### src/rtl/rsh_one_pkg.sv
// Shared width, word type and constants for the single-bit right shifter.
package rsh_one_pkg;

   localparam int unsigned N = 4;
   localparam int unsigned W = 2 ** N;

   typedef logic [W-1:0] rsh_word_t;

   localparam rsh_word_t RSH_ZERO = '0;

endpackage : rsh_one_pkg

### src/rtl/rsh_one_shifter_if.sv
// Operand/result bus of the right shifter; the shout bit is only present
// when RSH_ONE_SHOUT_EN is defined.
interface rsh_one_shifter_if;
   import rsh_one_pkg::*;

   rsh_word_t a;
   logic      in_valid;
   logic      arith;
   rsh_word_t b;
   logic      out_valid;
`ifdef RSH_ONE_SHOUT_EN
   logic      shout;

   modport master (output a, output in_valid, output arith,
                   input  b, input  out_valid, input  shout);
   modport slave  (input  a, input  in_valid, input  arith,
                   output b, output out_valid, output shout);
`else
   modport master (output a, output in_valid, output arith,
                   input  b, input  out_valid);
   modport slave  (input  a, input  in_valid, input  arith,
                   output b, output out_valid);
`endif

endinterface : rsh_one_shifter_if

### src/rtl/rsh_one_core.sv
// Combinational one-bit right shift: logical or sign-filling, plus the bit
// that falls off the LSB end.
module rsh_one_core
   import rsh_one_pkg::*;
(
   input  rsh_word_t i_a,
   input  logic      i_arith,
   output rsh_word_t o_r_c,
   output logic      o_lsb_c
);

   // Fill bit is the MSB only when sign extension is requested
   always_comb begin
      o_r_c   = {i_arith & i_a[W-1], i_a[W-1:1]};
      o_lsb_c = i_a[0];
   end

endmodule : rsh_one_core

### src/rtl/rsh_one_shifter.sv
// Registered single-bit right shifter, one-cycle latency, one word per cycle.
// Define RSH_ONE_SHOUT_EN to add the registered shifted-out bit (bus.shout).
module rsh_one_shifter
   import rsh_one_pkg::*;
(
   input  logic                clk,
   input  logic                rst_n,
   rsh_one_shifter_if.slave    bus
);

   rsh_word_t w_r;
   logic      w_lsb;
   rsh_word_t r_b;
   logic      r_out_valid;

   rsh_one_core u_core (
      .i_a     (bus.a),
      .i_arith (bus.arith),
      .o_r_c   (w_r),
      .o_lsb_c (w_lsb)
   );

   // Result register updates only on valid words so idle/X inputs never reach b
   always_ff @(posedge clk or negedge rst_n) begin
      if (!rst_n) begin
         r_b         <= RSH_ZERO;
         r_out_valid <= 1'b0;
      end else begin
         r_out_valid <= bus.in_valid;
         if (bus.in_valid) begin
            r_b <= w_r;
         end
      end
   end

   assign bus.b         = r_b;
   assign bus.out_valid = r_out_valid;

`ifdef RSH_ONE_SHOUT_EN
   logic r_shout;

   always_ff @(posedge clk or negedge rst_n) begin
      if (!rst_n) begin
         r_shout <= 1'b0;
      end else if (bus.in_valid) begin
         r_shout <= w_lsb;
      end
   end

   assign bus.shout = r_shout;
`else
   logic w_unused_lsb;
   assign w_unused_lsb = w_lsb;
`endif

endmodule : rsh_one_shifter

### src/flat_wrapper.sv
// flat-port wrapper written by rule: the top's interface ports become plain ports
module rsh_one_shifter_flat import rsh_one_pkg::*;
  (clk, rst_n, bus_a, bus_in_valid, bus_arith, bus_b, bus_out_valid);
  rsh_one_shifter_if bus_i ();
  input  logic clk;
  input  logic rst_n;
  input wire logic [$bits(bus_i.a)-1:0] bus_a;
  input wire logic [$bits(bus_i.in_valid)-1:0] bus_in_valid;
  input wire logic [$bits(bus_i.arith)-1:0] bus_arith;
  output wire logic [$bits(bus_i.b)-1:0] bus_b;
  output wire logic [$bits(bus_i.out_valid)-1:0] bus_out_valid;
  assign bus_i.a = bus_a;
  assign bus_i.in_valid = bus_in_valid;
  assign bus_i.arith = bus_arith;
  assign bus_b = bus_i.b;
  assign bus_out_valid = bus_i.out_valid;
  rsh_one_shifter u_core (.clk(clk), .rst_n(rst_n), .bus(bus_i));
endmodule
### config.mk
export PLATFORM = sky130hd
export DESIGN_NAME = rsh_one_shifter_flat
export DESIGN_NICKNAME = d
export VERILOG_FILES = /design/src/rtl/rsh_one_pkg.sv /design/src/rtl/rsh_one_shifter_if.sv /design/src/rtl/rsh_one_core.sv /design/src/rtl/rsh_one_shifter.sv /design/src/flat_wrapper.sv
export SDC_FILE = /design/constraint.sdc
export NUM_CORES = 1
export LEC_CHECK = 0
export CORE_MARGIN = 5
export CORE_UTILIZATION = 36
export DETAILED_ROUTE_END_ITERATION = 10
export PLACE_DENSITY = 0.85
export SLEW_MARGIN = 5
export SYNTH_ARGS = -nofsm -noshare
export SYNTH_HDL_FRONTEND = slang
export SYNTH_SLANG_ARGS = --single-unit
### constraint.sdc
create_clock -name clk -period 0.8 [get_ports clk]
set_input_delay 0.16 -clock clk [delete_from_list [all_inputs] [get_ports clk]]
set_output_delay 0.16 -clock clk [all_outputs]
set_load 0.02 [all_outputs]
==> metrics.md <==
| Metric | Value |
|---|---|
| Outcome | `complete, but fails checks` |
| Failing checks | `setup timing` |
| Clk_skew | `0 ns` |
| Post-Synthesis Cells | `37` |
| Leakage dissipation | `0.5536 nW` |
| Crit-path cells | `buf_6` |
| Yosys warnings | `0` |
| RSZ-0062 raised after global routing | `yes` |
| Cell area after synthesis | `669.4 µm²` |
| Crit share post-route | `124.7%` |
| CP bufs+invs | `1` |
| Die ar. | `0.002822 mm²` |
| Finish-stage setup viols | `22` |
| Vias in the first global route | `532` |
| Fin. Hold Viols | `0` |
| Commonest non-fill, non-tap cell in the layout | `buf_6` |
| Final Instance Area | `0.001227 mm²` |
| Antenna viol nets, final | `0` |
| Worst path slowest cell | `dfrtp_2` |
| Synth unique cells | `8` |
| Clock Sinks | `17` |
| Final nets | `104` |
| Crit end category | `output port` |
| HPWL Detailed | `1090 µm` |
| First-pass GRT wire length | `2497 µm` |
| Crit path DAT | `0.84 ns` |
| Gr ovfl total | `0` |
| Post-DR wirelength/cell | `13.64 µm` |
| Crit path max-delay family | `flip-flops` |
| Most frequent cells in the layout | `21 x buf_6, 17 x clkdlybuf4s50_1, 15 x dfrtp_2` |
| Hold slack final | `0.1964 ns` |
| Pins Over Slew Limit | `0` |
| Die W | `53.12 µm` |
| Clk buf depth | `2` |
| Clk_lat worst skew | `0.28 ns` |
| Fin crit period | `0.9978 ns` |
| # diodes | `0` |
| Post-Syn Area per Cell | `18.09 µm²` |
| Yosys reg bits | `17` |
| Worst Setup SP | `u_core.bus.b[6]` |
| Crit start category | `flip-flop` |
| Drt via density | `4.333` |
| Sequential share of the synthesized area | `63.55%` |
| Area growth, synth to finish | `83.36%` |
| Root Buffer | `clkbuf_4` |
| Largest net degree at the start of global routing | `18` |
| Die height | `53.12 µm` |
| Worst vdd ir | `1.144 mV` |
| Share of cells above drive strength 1 | `72.29%` |
| FP Rows | `15` |
| Initial antenna violation count | `0` |
| CTS clk-pin slew, worst paths | `0.09 ns` |
| Pwr per Cell Area | `1705 mW/mm²` |
| CORE AREA | `0.001745 mm²` |
| Rel. slew slack | `92.22%` |
| Fmax | `1.002 GHz` |
| DRC | `0` |
| Max Cap Viol | `0` |
| Starting Density | `38.35%` |
| Worst-Margin Slew | `0.1159 ns` |
| Ports | `37` |
| Critical Path RT | `0.64 ns` |
| Port bufs | `35` |
| Routed Wire Length | `1473 µm` |
| Via count | `468` |
| Syn Nets | `57` |
| Total power | `2.093 mW` |
| Initial DRC Count | `2` |
| Num CTS Buffers | `3` |
| TritonCTS clock tree | `done` |
| Cell Area, Placed | `0.001109 mm²` |
| Pre-Repair DR Iteration Count | `2` |
| Placer Congestion | `0.6111` |
| Crit path largest cell delay | `0.43 ns` |
| Min-delay worst type | `input pin to async pin` |
| Fill count | `120` |
| GRT Util Overall | `12.92%` |
| Type of the worst setup path | `flip-flop to output port` |
| Setup WS post-layout | `-0.1978 ns` |
| Crit Path Max Fanout | `2` |
| CTS Hold Bufs | `0` |
| CTS H-tree lvls | `1` |
| Origin of the critical flop-to-flop path | `u_core.bus.b[11]` |
path summary, 6_finish.rpt:
| kind | slack (ns) | to | cells past startpoint |
|---|---|---|---|
| worst max register to register | -0.11 | u_core.bus.b[11] | 2 |
| min in group clk | 0.40 | u_core.bus.b[3] | 3 |
| worst min register to register | 0.53 | u_core.bus.b[5] | 1 |
| worst max-delay path | -0.20 | bus_b[6] | 1 |
| worst min-delay path | 0.20 | u_core.bus.b[13] | 2 |
| max in group asynchronous | 0.47 | u_core.bus.b[4] | 2 |
stage by stage:
stage / instances / util (%) / setup WS, ns / setup TNS, ns
6_report: 108 / 70.32 / -0.1978 / -3.690
4_1_cts: 107 / 69.25 / -0.2131 / -3.987
2_1_floorplan: 37 / - / -0.02223 / -0.2712
3_5_place_dp: 101 / 63.51 / -0.5098 / -12.78
3_3_place_gp: 101 / 63.51 / -0.5013 / -12.63
5_1_grt: 108 / 70.32 / -0.2455 / -4.705
repair_timing:
action	CTS	global route
buffers inserted	1	1
endpoints found under the setup margin	32	30
resized for setup	108	4
gates cloned	1	0
endpoints found under the hold margin	0	0
cell families (layout without fill, tap and decap cells):
logic type / after synthesis / after routing / share of synthesized area [%]
DFF: 17 / 17 / 63.55
muxes: 15 / 15 / 29.72
buffers and inverters: 3 / 49 / 5.233
AOI/OAI and AO/OA: 1 / 1 / 0.7469
and+or+nand+nor: 1 / 1 / 0.7469
metal layers:
metal | share of wire (%) | vias to the layer above | global-route usage [%]
met5 | 0 | - | 0
met4 | 0.81 | 0 | 6.383
met3 | 15 | 2 | 6.761
met2 | 44 | 25 | 18.80
met1 | 40 | 218 | 15.45
li1 | - | 223 | -
sequential cells by signal, indices dropped and copies added, names as in the netlist:
name	count
u_core.bus.b	16
u_core.bus.out_valid	1
final cells by class:
type	instances	area, µm²	area share, %
inverter	1	3.754	0.3058
multi-input combinational	17	216.5	17.64
clock buffer	4	26.28	2.141
timing repair buffer	44	505.5	41.18
sequential	17	444.2	36.19
tap	25	31.28	2.548
synthesized netlist by cell type:
cell / count / area, µm²
buf_12: 1 / 20.02
buf_6: 1 / 11.26
dfrtp_1: 17 / 425.4
inv_1: 1 / 3.750
mux2_2: 7 / 78.83
mux2_4: 8 / 120.1
nand3_1: 1 / 5.000
o21ai_0: 1 / 5.000
report_power, final:
part           leakage [nW]  total (mW)  switching [mW]  internal (mW)
registers             0.185        1.02          0.0617          0.955
logic                 0.354       0.636           0.225          0.412
clock network        0.0150       0.440           0.246          0.193
Power figures use the tool's default switching activity.
==> RTL edit: new RTL, config.mk and constraints unchanged <==
Change the package constant `N` from 4 to 5.
--- a/src/rtl/rsh_one_pkg.sv
+++ b/src/rtl/rsh_one_pkg.sv
@@ -2,5 +2,5 @@
 package rsh_one_pkg;
 
-   localparam int unsigned N = 4;
+   localparam int unsigned N = 5;
    localparam int unsigned W = 2 ** N;
 
Interface: changed (resized bus_a and bus_b); port bits go from 37 to 69. No check against the original RTL was run, so the function may have changed too.
==> RTL edit against the unedited design <==
  * The flow still finishes with violations (negative setup slack)
  * Area after synthesis rose by 100%
  * Total power rose by 120%
  * Final area rose by 96%
  * Setup slack improved by 0.0078 ns
  * Cell count rose by 92%
  * Non-clock buffer count rose by 40
  * Register-to-register slack got worse by 0.02 ns
  * Sequential cell count rose by 16
  * Routed wire length rose by 130%
  * Highest routed layer unchanged
==> RTL edit: results (changes against the unedited design) <==
Status
  – Status: finished with violations
  – Failing checks: negative setup slack

Worst setup path
  – End of the critical path: bus_b[18]
  – Worst Setup SP: u_core.bus.b[18]
  – Reg-to-reg endpoint: u_core.bus.b[9]

Final layout
  – Max reg flops: 32 (+16)

Clock tree
  – Postcts setup bufs: 10 (+9)
  – Inserted Clock Buffers: 5 (+2)
  – Root buf cell: clkbuf_8
  – Resized Gates After CTS: 204 (+89%)
  – # H-tree levels: 2 (+1)

Timing
  – Relative slew slack: 88.17% (-4.1 points)
  – Final setup fails: 46 (+110%)
  – Slack of the critical path: -0.1900 ns (+0.007774 ns)

Synth
  – Dominant cells by area after synthesis: dfrtp_1 60%, mux2_4 31%, buf_12 4.4%
  – Sequential fraction of the synthesis area: 60.49% (-3.1 points)

Hold path
  – Worst hold path class: in2reg

Routing
  – Final WL: 3322 um (+130%)
  – Via count: 916 (+96%)
  – DRT iter0 DRCs: 7 (+5)

GRT
  – Pin count of the biggest net entering global routing: 34 (+16)

Place
  – RD Place Congestion: 0.7556 (+24%)
  – Port Buffers: 67 (+91%)

Pwr
  – IR drop worst, VDD: 1.334 mV (+17%)
  – Leakage: 1.095 nW (+98%)
==> RTL edit: worst min-delay path by stage <==
stage	start	endpoint	cells after the start
2_1_floorplan	rst_n	u_core.bus.b[0]	0
3_3_place_gp	u_core.bus.b[12]	u_core.bus.b[12]	1
3_5_place_dp	u_core.bus.b[12]	u_core.bus.b[12]	1
4_1_cts	bus_in_valid	u_core.bus.out_valid	2
5_1_grt	bus_in_valid	u_core.bus.out_valid	2
6_report	bus_in_valid	u_core.bus.out_valid	2
==> RTL edit: layout make-up <==
class,instances,area (um2)
fill,266,1261
tap,48,60.06
clock buffer,8,90.09
inverter,1,3.754
timing repair buffer,84,913.4
multi-input combinational,33,467.9
sequential,33,864.6
==> RTL edit: where the power goes <==
part | internal [mW] | total (mW) | switching [mW]
Sequential | 1.86 | 1.99 | 0.131
Clock | 0.701 | 1.27 | 0.571
Combinational | 0.815 | 1.28 | 0.460
==> RTL edit: logic make-up after synthesis <==
kind of cell | Yosys count | synth area share (%)
mux | 31 | 33.27
compound gates | 1 | 0.3663
flops | 33 | 60.49
simple gates | 1 | 0.3663
buf+inv | 5 | 5.499
==> RTL edit: metrics by stage <==
stage / instance area, um2 / TNS [ns] / util (%) / setup slack (ns) / std cells
finish: 2400 / -7.233 / 65.55 / -0.1900 / 207
global placement: 2133 / -14.05 / 58.27 / -0.3166 / 187
detailed placement: 2133 / -14.69 / 58.27 / -0.3303 / 187
floorplan: 1413 / -0.6995 / - / -0.02408 / 71
global route: 2400 / -8.563 / 65.55 / -0.2228 / 207
CTS: 2362 / -7.304 / 64.52 / -0.1979 / 205
==> RTL edit: metal layers <==
metal	up-vias	part of all wire (%)	track usage [%]
li1	417	-	-
met1	455	38	14.70
met2	39	53	23.78
met3	5	7.6	4.488
met4	0	1.8	5.637
met5	-	0	0
